$ cat src/rtl/mont_reduce_sched.sv
// Round-robin scheduler serializing NUM_REQ requesters onto one Montgomery reduction unit.
// Handles modulus configuration, unit command/completion, timeout abort and a response channel.
module mont_reduce_sched #(
    parameter int NUM_REQ = 4,
    parameter int WIDTH   = 64,
    parameter int TIMEOUT = 200
) (
    input  logic                       clk_i,
    input  logic                       rst_i,
    input  logic                       cfg_we_i,
    input  logic [WIDTH-1:0]           cfg_m_i,
    output logic                       cfg_valid_o,
    output logic                       cfg_drop_o,
    input  logic [NUM_REQ-1:0]         req_valid_i,
    input  logic [NUM_REQ*WIDTH-1:0]   req_x_i,
    output logic [NUM_REQ-1:0]         req_ready_o,
    output logic                       unit_start_o,
    output logic [WIDTH-1:0]           unit_x_o,
    output logic [WIDTH-1:0]           unit_m_o,
    output logic [7:0]                 unit_k_o,
    input  logic                       unit_valid_i,
    input  logic [WIDTH-1:0]           unit_result_i,
    output logic                       rsp_valid_o,
    input  logic                       rsp_ready_i,
    output logic [$clog2(NUM_REQ)-1:0] rsp_id_o,
    output logic [WIDTH-1:0]           rsp_data_o,
    output logic                       rsp_err_o,
    output logic                       busy_o,
    output logic [15:0]                done_cnt_o
);
    localparam int ID_W  = $clog2(NUM_REQ);
    localparam int CNT_W = $clog2(TIMEOUT + 1);

    typedef enum logic [1:0] {IDLE, ISSUE, WAIT, RESP} state_t;

    state_t           r_state;
    logic [ID_W-1:0]  r_ptr;
    logic [ID_W-1:0]  r_id;
    logic [WIDTH-1:0] r_x;
    logic [WIDTH-1:0] r_m;
    logic [7:0]       r_k;
    logic             r_cfg_valid;
    logic             r_cfg_drop;
    logic             r_start;
    logic [CNT_W-1:0] r_cnt;
    logic             r_rsp_valid;
    logic             r_rsp_err;
    logic [ID_W-1:0]  r_rsp_id;
    logic [WIDTH-1:0] r_rsp_data;
    logic [15:0]      r_done_cnt;

    logic [WIDTH-1:0] w_x_arr [NUM_REQ];
    logic [7:0]       w_cfg_k;
    logic             w_cfg_ok;
    logic             w_grant_en;
    logic [ID_W-1:0]  w_grant_id;

    // Lowest rotational distance from the pointer wins among requesting slots.
    function automatic logic [ID_W-1:0] rr_pick(input logic [NUM_REQ-1:0] v,
                                                 input logic [ID_W-1:0]    p);
        logic [ID_W-1:0] best;
        int              best_d;
        int              d;
        best   = '0;
        best_d = NUM_REQ;
        for (int j = 0; j < NUM_REQ; j++) begin
            d = (j >= int'(p)) ? (j - int'(p)) : (j + NUM_REQ - int'(p));
            if (v[j] && (d < best_d)) begin
                best_d = d;
                best   = ID_W'(j);
            end
        end
        return best;
    endfunction

    genvar gi;
    generate
        for (gi = 0; gi < NUM_REQ; gi = gi + 1) begin : g_req
            assign w_x_arr[gi]     = req_x_i[gi*WIDTH +: WIDTH];
            assign req_ready_o[gi] = w_grant_en && (w_grant_id == ID_W'(gi));
        end
    endgenerate

    always_comb begin
        w_cfg_k = '0;
        for (int i = 0; i < WIDTH; i++) begin
            if (cfg_m_i[i]) w_cfg_k = 8'(i + 1);
        end
    end

    assign w_cfg_ok   = cfg_m_i[0] && (cfg_m_i[WIDTH-1:1] != '0);
    // A config write in IDLE pre-empts the grant for that cycle.
    assign w_grant_en = (r_state == IDLE) && r_cfg_valid && !cfg_we_i && (|req_valid_i);
    assign w_grant_id = rr_pick(req_valid_i, r_ptr);

    always_ff @(posedge clk_i or posedge rst_i) begin
        if (rst_i) begin
            r_state     <= IDLE;
            r_ptr       <= '0;
            r_id        <= '0;
            r_x         <= '0;
            r_m         <= '0;
            r_k         <= '0;
            r_cfg_valid <= 1'b0;
            r_cfg_drop  <= 1'b0;
            r_start     <= 1'b0;
            r_cnt       <= '0;
            r_rsp_valid <= 1'b0;
            r_rsp_err   <= 1'b0;
            r_rsp_id    <= '0;
            r_rsp_data  <= '0;
            r_done_cnt  <= '0;
        end else begin
            r_start    <= 1'b0;
            r_cfg_drop <= 1'b0;
            if (cfg_we_i) begin
                if ((r_state == IDLE) && w_cfg_ok) begin
                    r_m         <= cfg_m_i;
                    r_k         <= w_cfg_k;
                    r_cfg_valid <= 1'b1;
                end else begin
                    r_cfg_drop <= 1'b1;
                end
            end
            case (r_state)
                IDLE: begin
                    if (w_grant_en) begin
                        r_x     <= w_x_arr[w_grant_id];
                        r_id    <= w_grant_id;
                        r_start <= 1'b1;
                        r_state <= ISSUE;
                    end
                end
                ISSUE: begin
                    r_cnt   <= CNT_W'(1);
                    r_state <= WAIT;
                end
                WAIT: begin
                    // Completion on the timeout cycle still counts as success.
                    if (unit_valid_i) begin
                        r_rsp_valid <= 1'b1;
                        r_rsp_data  <= unit_result_i;
                        r_rsp_err   <= 1'b0;
                        r_rsp_id    <= r_id;
                        r_state     <= RESP;
                    end else if (r_cnt == CNT_W'(TIMEOUT)) begin
                        r_rsp_valid <= 1'b1;
                        r_rsp_data  <= '0;
                        r_rsp_err   <= 1'b1;
                        r_rsp_id    <= r_id;
                        r_state     <= RESP;
                    end else begin
                        r_cnt <= r_cnt + CNT_W'(1);
                    end
                end
                RESP: begin
                    if (rsp_ready_i) begin
                        r_rsp_valid <= 1'b0;
                        r_rsp_data  <= '0;
                        r_rsp_err   <= 1'b0;
                        r_rsp_id    <= '0;
                        r_ptr       <= (r_id == ID_W'(NUM_REQ - 1)) ? '0 : (r_id + ID_W'(1));
                        r_done_cnt  <= r_done_cnt + 16'd1;
                        r_state     <= IDLE;
                    end
                end
                default: r_state <= IDLE;
            endcase
        end
    end

    assign cfg_valid_o  = r_cfg_valid;
    assign cfg_drop_o   = r_cfg_drop;
    assign unit_start_o = r_start;
    assign unit_x_o     = r_x;
    assign unit_m_o     = r_m;
    assign unit_k_o     = r_k;
    assign rsp_valid_o  = r_rsp_valid;
    assign rsp_id_o     = r_rsp_id;
    assign rsp_data_o   = r_rsp_data;
    assign rsp_err_o    = r_rsp_err;
    assign busy_o       = (r_state != IDLE);
    assign done_cnt_o   = r_done_cnt;

endmodule

$ cat config.mk
export PLATFORM = sky130hd
export DESIGN_NAME = mont_reduce_sched
export DESIGN_NICKNAME = d
export VERILOG_FILES = /design/src/rtl/mont_reduce_sched.sv
export SDC_FILE = /design/constraint.sdc
export NUM_CORES = 1
export LEC_CHECK = 0
export ABC_AREA = 0
export ABC_CLOCK_PERIOD_IN_PS = 8400
export CAP_MARGIN = 15
export CORE_AREA = 2 2 239 241
export CTS_CLUSTER_DIAMETER = 150
export DETAILED_ROUTE_END_ITERATION = 16
export DIE_AREA = 0 0 241 243
export PLACE_DENSITY_LB_ADDON = 0.15
export SLEW_MARGIN = 20
export SYNTH_ARGS = -nofsm -noshare
export SYNTH_HDL_FRONTEND = slang
export SYNTH_SLANG_ARGS = --single-unit
$ cat constraint.sdc
create_clock -name clk_i -period 8.4 [get_ports clk_i]
set_clock_uncertainty 0.05 [all_clocks]
set_input_delay 1.26 -clock clk_i [delete_from_list [all_inputs] [get_ports clk_i]]
set_output_delay 1.26 -clock clk_i [all_outputs]
set_load 0.02 [all_outputs]
==> flow_metrics.py, run 1 <==
metrics = {
    "cts": {
        "clock_latency_ps": 530,
        "cts_max_level": 2,
        "cts_tree": "yes",
        "post_cts_resized": 0,
        "cts.sinks": 235,
        "cts_root_buffer": "clkbuf_16",
        "clk_pin_slew_ps": 50,
        "cts_made_buffers": 35,
        "cts.path.max_buffers": 3,
        "cts_setup_buffers": 0,
        "cts_hold_buf": 0,
    },
    "critical_path": {
        "crit_fanout": 33,
        "rrSetupSlack_ps": 2120,
        "cp_slowest_cell": "clkdlybuf4s50_1",
        "crit_top_cell": "ha_1",
        "slowest_delay_ps": 710,
        "crit_cells": 19,
        "critPathLaunchType": "input pin",
        "worstSetupPathType": "in -> out",
        "arrival_ps": 5860,
        "crit_path_end_kind": "primary output",
        "required_ps": 7090,
        "path_cells": "clkdlybuf4s50_1 > ha_1 > o211ai_1 > nand3_1 > nor2_1 > a31oi_1 > ha_1 > nand3b_1 > nor3_1 > a22o_1 > buf_4 > a21oi_1 > ha_1 > and2_1 > nor3_1 > o211ai_1 > mux2_2 > nor2_2 > clkdlybuf4s50_1",
        "crit_family": "buffers and inverters",
        "worst-path-buf-inv": 3,
        "r2r_cells": 23,
    },
    "synth": {
        "synth_area_leader_cell": "dfrtp_1",
        "async_flop_share": 1.000,
        "yosysTopAreaCellShare": 0.5139,
        "synth-edff-count": 0,
        "ys_ff_latch": 235,
        "synth_nets": 1559,
        "yosysSeqAreaShare": 0.5139,
        "synth_flop_cell": "dfrtp_1",
        "synth_area_um2": 11440,
        "ys_top_cells_by_area": "dfrtp_1, nand2_1, a22o_1, mux2i_1, a221o_1",
        "synthCells": 1148,
        "yosysWarnings": 0,
        "synth.distinct_cells": 57,
        "syn_area_per_cell_um2": 9.968,
    },
    "global_routing": {
        "grt_max_degree": 115,
        "grt_overflow": 0,
        "grt_antenna_before_repair": 7,
        "grt.total_usage": 0.1687,
        "grt_pass1_wl_um": 75080,
        "grt_pass1_vias": 11890,
    },
    "floorplan": {
        "die-height_um": 243,
        "initial_core_util": 0.2045,
        "die_width_um": 241,
        "rows": 87,
        "placeableCoreArea_um2": 55950,
        "die_area_um2": 58560,
        "io_pins": 621,
    },
    "routing": {
        "post_drt_wl_per_cell_um": 20.29,
        "num_vias": 11410,
        "drt_iter0_drc": 511,
        "dr.pass1.iters": 5,
        "wl_um": 51110,
        "via_per_inst": 4.531,
        "drcViolationCount": 0,
        "drtAntennaViolNets": 0,
    },
    "place": {
        "place_congestion": 0.7830,
        "dp_hpwl_um": 37870,
        "portBuffers": 619,
        "post-place-cells": 2456,
    },
    "final_layout": {
        "final_layout_size_suffix_gt1_frac": 0.04997,
        "area_delta_synth_final_pct": 70.13,
        "fin_nets": 2148,
        "fin_cells": 2519,
    },
    "run": {
        "cap_violations": 0,
    },
    "power_and_ir_drop": {
        "powerDensity_nw_per_um2": 370.8,
        "peakVddDrop_mv": 0.1842,
        "p_leak_nw": 8.159,
    },
    "sta": {
        "max_slew_margin": 0.3225,
        "fin_setup_tns_ps": 0,
        "rsz0062_at_grt": "false",
        "layout_min_cycle_time_ps": 7172,
        "hold_viol_final": 0,
        "finalSetupViolations": 0,
        "tightest_slew_ps": 1016,
        "fin_crit_sh": 0.8538,
        "max_freq_mhz": 139.4,
        "slew_viol_final": 0,
    },
    "run_status": {
        "status": "completed",
    },
    "hold_path": {
        "worstHoldPathCells": 2,
        "min_path_type": "reg -> reg",
    },
}
==> state kept, by name, summed over array words and instances, names as in the netlist, 7 cells and up <==
| signal | count |
|---|---|
| done_cnt_o | 16 |
| r_cnt | 8 |
| rsp_data_o | 64 |
| unit_k_o | 7 |
| unit_m_o | 63 |
| unit_x_o | 64 |
==> through the flow <==
stage / utilization / total power (W) / cell area [um2] / hold WS [ps] / setup WS [ps]
floorplan: - / 0.004080 / 11440 / 423.0 / 643.7
global placement: 0.3272 / 0.005747 / 18310 / 403.1 / 1400
detailed placement: 0.3272 / 0.005778 / 18310 / 411.4 / 1234
CTS: 0.3479 / 0.007348 / 19460 / 424.7 / 1245
global route: 0.3480 / 0.007684 / 19470 / 441.9 / 852.9
finish: 0.3480 / 0.007219 / 19470 / 417.0 / 1228
==> per-layer routing <==
| metal | GRT usage | up-vias | wire length (um) |
|---|---|---|---|
| met2 | 0.2903 | 396 | 25480 |
| li1 | - | 5410 | - |
| met1 | 0.2000 | 5524 | 20490 |
| met4 | 0.05265 | 10 | 1327 |
| met3 | 0.05061 | 73 | 3756 |
| met5 | 0 | - | 60 |
==> worst reg2reg max path, cell delays in order, from the launching register on <==
cell	delay, ps
dfrtp_1	450
inv_1	180
ha_1	220
nand2_1	120
ha_1	240
o211ai_1	100
nand3_1	210
nor2_1	150
a31oi_1	70
ha_1	200
nand3b_1	150
nor3_1	280
a22o_1	220
buf_4	340
a21oi_1	150
ha_1	350
and2_1	160
o22ai_1	100
nor3b_2	230
buf_4	610
mux2_2	650
buf_4	500
mux2i_1	260
o221ai_1	130
==> final cells by class <==
type | count | area, um2
fillers | 5843 | 36480
repair buffers | 636 | 6324
flip-flops and latches | 235 | 5881
multi-input cells | 803 | 5050
clock buffers | 46 | 947.2
well taps | 756 | 945.9
clock inverters | 15 | 211.5
inverters | 26 | 105.1
diodes | 2 | 5.005
==> Yosys cell counts (7+ instances only) <==
library cell and instances:
a21oi_1 58, a221o_1 32, a221oi_1 31, a22o_1 65, a22oi_1 33, and3_1 8
buf_2 13, buf_6 9, clkbuf_1 52, dfrtp_1 235, ha_1 18, inv_1 26
mux2i_1 33, nand2_1 249, nand4_1 8, nor2_1 32, nor3_1 48, nor4_1 19
o21ai_0 31, o221ai_1 34, o31ai_1 12, xnor2_1 12, xor2_1 7
==> placed cells by master, fill, tap and decap left out, drive strengths merged, types with 32 or more instances in the layout <==
master | Yosys | routed
nor3 | 49 | 49
mux2i | 33 | 33
a221o | 32 | 32
a22o | 65 | 65
nand2 | 250 | 250
clkbuf | 53 | 46
a21oi | 58 | 58
clkdlybuf4s50 | 0 | 619
o221ai | 34 | 34
a22oi | 34 | 34
dfrtp | 235 | 235
nor2 | 32 | 32
==> cells by family (layout without fill, tap and decap cells) <==
group	Yosys count	in the layout	share of synthesized area
other	1	3	0.0003277
multiplexers	38	38	0.03379
adder cells (fa/ha/maj)	18	18	0.01968
XOR/XNOR	19	19	0.01454
flip-flops	235	235	0.5139
buffers and inverters	110	723	0.04745
AND/OR/NAND/NOR	407	407	0.1578
AO/OA/AOI/OAI	320	320	0.2126
==> path summary, 6_finish.rpt <==
check	startpoint	end
setup / recovery	req_valid_i[0]	req_ready_o[3]
hold / removal	unit_m_o[3]	unit_m_o[3]
setup reg to reg	r_ptr[1]	unit_x_o[25]
hold reg to reg	unit_m_o[3]	unit_m_o[3]
max in group asynchronous	rst_i	rsp_data_o[27]
min in group asynchronous	rst_i	unit_m_o[7]
==> power breakdown <==
part	switching [W]	leakage [nW]	internal, W	total [W]
sequential	0.000292	3.00	0.00163	0.00193
combinational	0.00208	4.59	0.00171	0.00379
clock	0.000559	0.561	0.000946	0.00151
No activity file was read; power rests on OpenSTA's default activity.
==> inputs of run 2 (changes only) <==
--- a/config.mk
+++ b/config.mk
@@ -13,6 +13,7 @@
 export DETAILED_ROUTE_END_ITERATION = 16
 export DIE_AREA = 0 0 241 243
 export PLACE_DENSITY_LB_ADDON = 0.15
+export RECOVER_POWER = 100
 export SLEW_MARGIN = 20
 export SYNTH_ARGS = -nofsm -noshare
 export SYNTH_HDL_FRONTEND = slang
==> run 2 against run 1 <==
The run now ends with capacitance limit, slew limit left. Cell area fell by 0.22%. Sequential power barely moved. First-iteration DRC count fell by 2.5%. Global-route usage did not move. Register-to-register slack got worse by 720 ps. Fmax fell by 3.8%. Critical path depth rose by 2. Routed wire length barely moved. Sequential share of layout area rose by 0.066 points. Core utilization fell by 0.076 points. Setup slack got worse by 290 ps. Via count fell by 0.44%. Critical path type is now in -> reg. Critical endpoint is now unit_x_o[47]. Largest cell class unchanged.
==> flow_metrics.py, run 2 (synthesis gave the netlist of run 1 again) <==
metrics = {
    "power_and_ir_drop": {
        "p_leak_nw": 8.550,
        "p_sw_w": 0.002904,
        "powerDensity_nw_per_um2": 361.7,
        "peakVddDrop_mv": 0.1960,
        "p_int_w": 0.004122,
        "pwr-share-seq": 0.271,
        "p_sw_frac": 0.4133,
        "p_clk_frac": 0.214,
        "combPwrFrac": 0.515,
    },
    "floorplan": {
        "placeableCoreArea_um2": 55950,
        "initial_core_util": 0.2045,
        "die-height_um": 243,
        "die_width_um": 241,
        "io_pins": 621,
        "die_area_um2": 58560,
        "rows": 87,
    },
    "final_layout": {
        "final_layout_size_suffix_gt1_frac": 0.04486,
        "final_cell_mix": "clkdlybuf4s50_1, nand2_1, dfrtp_1",
        "fin_nets": 2148,
        "final_common_cell": "clkdlybuf4s50_1",
        "area_delta_synth_final_pct": 69.76,
    },
    "sta": {
        "hold_viol_final": 0,
        "finalSetupViolations": 0,
        "max_freq_mhz": 134.1,
        "slew_viol_final": 449,
        "fin_setup_tns_ps": 0,
        "fin_crit_sh": 0.8878,
        "rsz0062_at_grt": "false",
        "holdWs_ps": 411.9,
        "worst_slack_ps": 942.9,
        "layout_min_cycle_time_ps": 7457,
        "max_slew_margin": -2.168,
        "tightest_slew_ps": 4753,
    },
    "critical_path": {
        "path_cells": "dlygate4sd3_1 > ha_1 > o211ai_1 > nand3_1 > nor2_1 > a31oi_1 > ha_1 > nand3b_1 > nor3_1 > a22o_1 > buf_4 > a21oi_1 > ha_1 > and2_1 > o22ai_1 > nor3b_2 > clkbuf_2 > mux2_1 > buf_4 > mux2i_1 > o221ai_1",
        "worstSetupStartpoint": "req_valid_i[0]",
        "slowest_delay_ps": 1070,
        "crit_family": "buffers and inverters",
        "required_ps": 8720,
        "crit_fanout": 65,
        "critPathLaunchType": "input pin",
        "worstSetupPathType": "in -> reg",
        "crit_top_cell": "ha_1",
        "r2r-start": "r_ptr[1]",
        "cp_slowest_cell": "clkbuf_2",
        "arrival_ps": 7780,
        "crit_path_end_kind": "flip-flop",
        "worst-path-buf-inv": 4,
    },
    "routing": {
        "drtAntennaViolNets": 0,
        "drt_iter0_drc": 498,
        "dr.pass1.iters": 4,
        "drcViolationCount": 0,
        "post_drt_wl_per_cell_um": 20.26,
        "num_vias": 11360,
        "wl_um": 51070,
        "via_per_inst": 4.509,
    },
    "global_routing": {
        "use_met1": 0.2000,
        "grt_antenna_before_repair": 7,
        "grt_max_degree": 115,
        "grt.total_usage": 0.1687,
        "grt_overflow": 0,
        "grtUsageMet2": 0.2903,
        "use_met3": 0.05061,
        "grt_busiest_layer": "met2",
        "grt_pass1_wl_um": 75080,
        "grt_pass1_vias": 11890,
    },
    "run_status": {
        "violations": "capacitance limit, slew limit",
        "status": "complete, but fails checks",
    },
    "hold_path": {
        "min_path_type": "reg -> reg",
        "hold_start": "unit_m_o[3]",
    },
    "place": {
        "place_congestion": 0.7830,
        "dp_hpwl_um": 37870,
        "portBuffers": 619,
        "place_ws_ps": 1234,
    },
    "cts": {
        "cts_tree": "yes",
        "post_cts_resized": 0,
        "cts_root_buffer": "clkbuf_16",
        "cts_made_buffers": 35,
        "cts_hold_buf": 0,
        "cts.path.max_buffers": 3,
        "clock_latency_ps": 530,
        "cts.sinks": 235,
        "cts_setup_buffers": 0,
        "clk_pin_slew_ps": 50,
        "cts_max_level": 2,
    },
    "run": {
        "cap_violations": 7,
    },
}
run 2: cell count changes in the layout (fill, tap and decap cells not counted), moves of 3 or more:
cell,previous run,this run
clkdlybuf4s50_1,619,387
dlygate4sd3_1,0,232
buf_4,17,9
clkbuf_1,8,13
clkbuf_2,0,3
run 2: path summary, 6_finish.rpt:
kind,cells after the start,end,slack [ps]
setup / recovery,21,unit_x_o[47],940
hold / removal,2,unit_m_o[3],410
setup reg to reg,23,unit_x_o[47],1400
hold reg to reg,2,unit_m_o[3],410
max in group asynchronous,3,rsp_data_o[27],1680
min in group asynchronous,2,unit_m_o[7],2950
run 2: final cells by class:
class                      instances  area, um2
clock buffer                      46      947.2
clock inverter                    15      211.5
tap                              756      945.9
inverter                          26      97.59
timing repair buffer             636       6297
fill                            5851      36530
sequential                       235       5881
multi-input combinational        803       5039
antenna                            3      7.507
run 2: worst register-to-register path, cell delays in order (launching register included):
cell and delay [ps]:
dfrtp_1 440, inv_1 170, ha_1 220, nand2_1 120
ha_1 240, o211ai_1 100, nand3_1 220, nor2_1 160
a31oi_1 70, ha_1 190, nand3b_1 140, nor3_1 280
a22o_1 220, buf_4 350, a21oi_1 150, ha_1 350
and2_1 160, o22ai_1 100, nor3b_2 230, clkbuf_2 1070
mux2_1 870, buf_4 540, mux2i_1 270, o221ai_1 130
run 2: through the flow:
stage | instances | total power, W | utilization | instance area (um2)
finish | 2520 | 0.007026 | 0.3472 | 19430
global route | 2519 | 0.007497 | 0.3472 | 19420
CTS | 2517 | 0.007348 | 0.3479 | 19460
detailed placement | 2456 | 0.005778 | 0.3272 | 18310
global placement | 2456 | 0.005747 | 0.3272 | 18310
floorplan | 1148 | 0.004080 | - | 11440
run 2: power by group through the flow:
stage               clock network [W]  logic (W)  registers [W]
floorplan                           0    0.00159        0.00249
global placement                    0    0.00382        0.00192
detailed placement                  0    0.00385        0.00193
CTS                           0.00157    0.00385        0.00193
global route                  0.00161    0.00392        0.00197
finish                        0.00151    0.00362        0.00190
run 2: per-layer routing:
metal  vias to the layer above  part of all wire
met5                         -            0.0012
met4                        10             0.026
met3                        74             0.075
met2                       399              0.50
met1                      5462              0.40
li1                       5418                 -
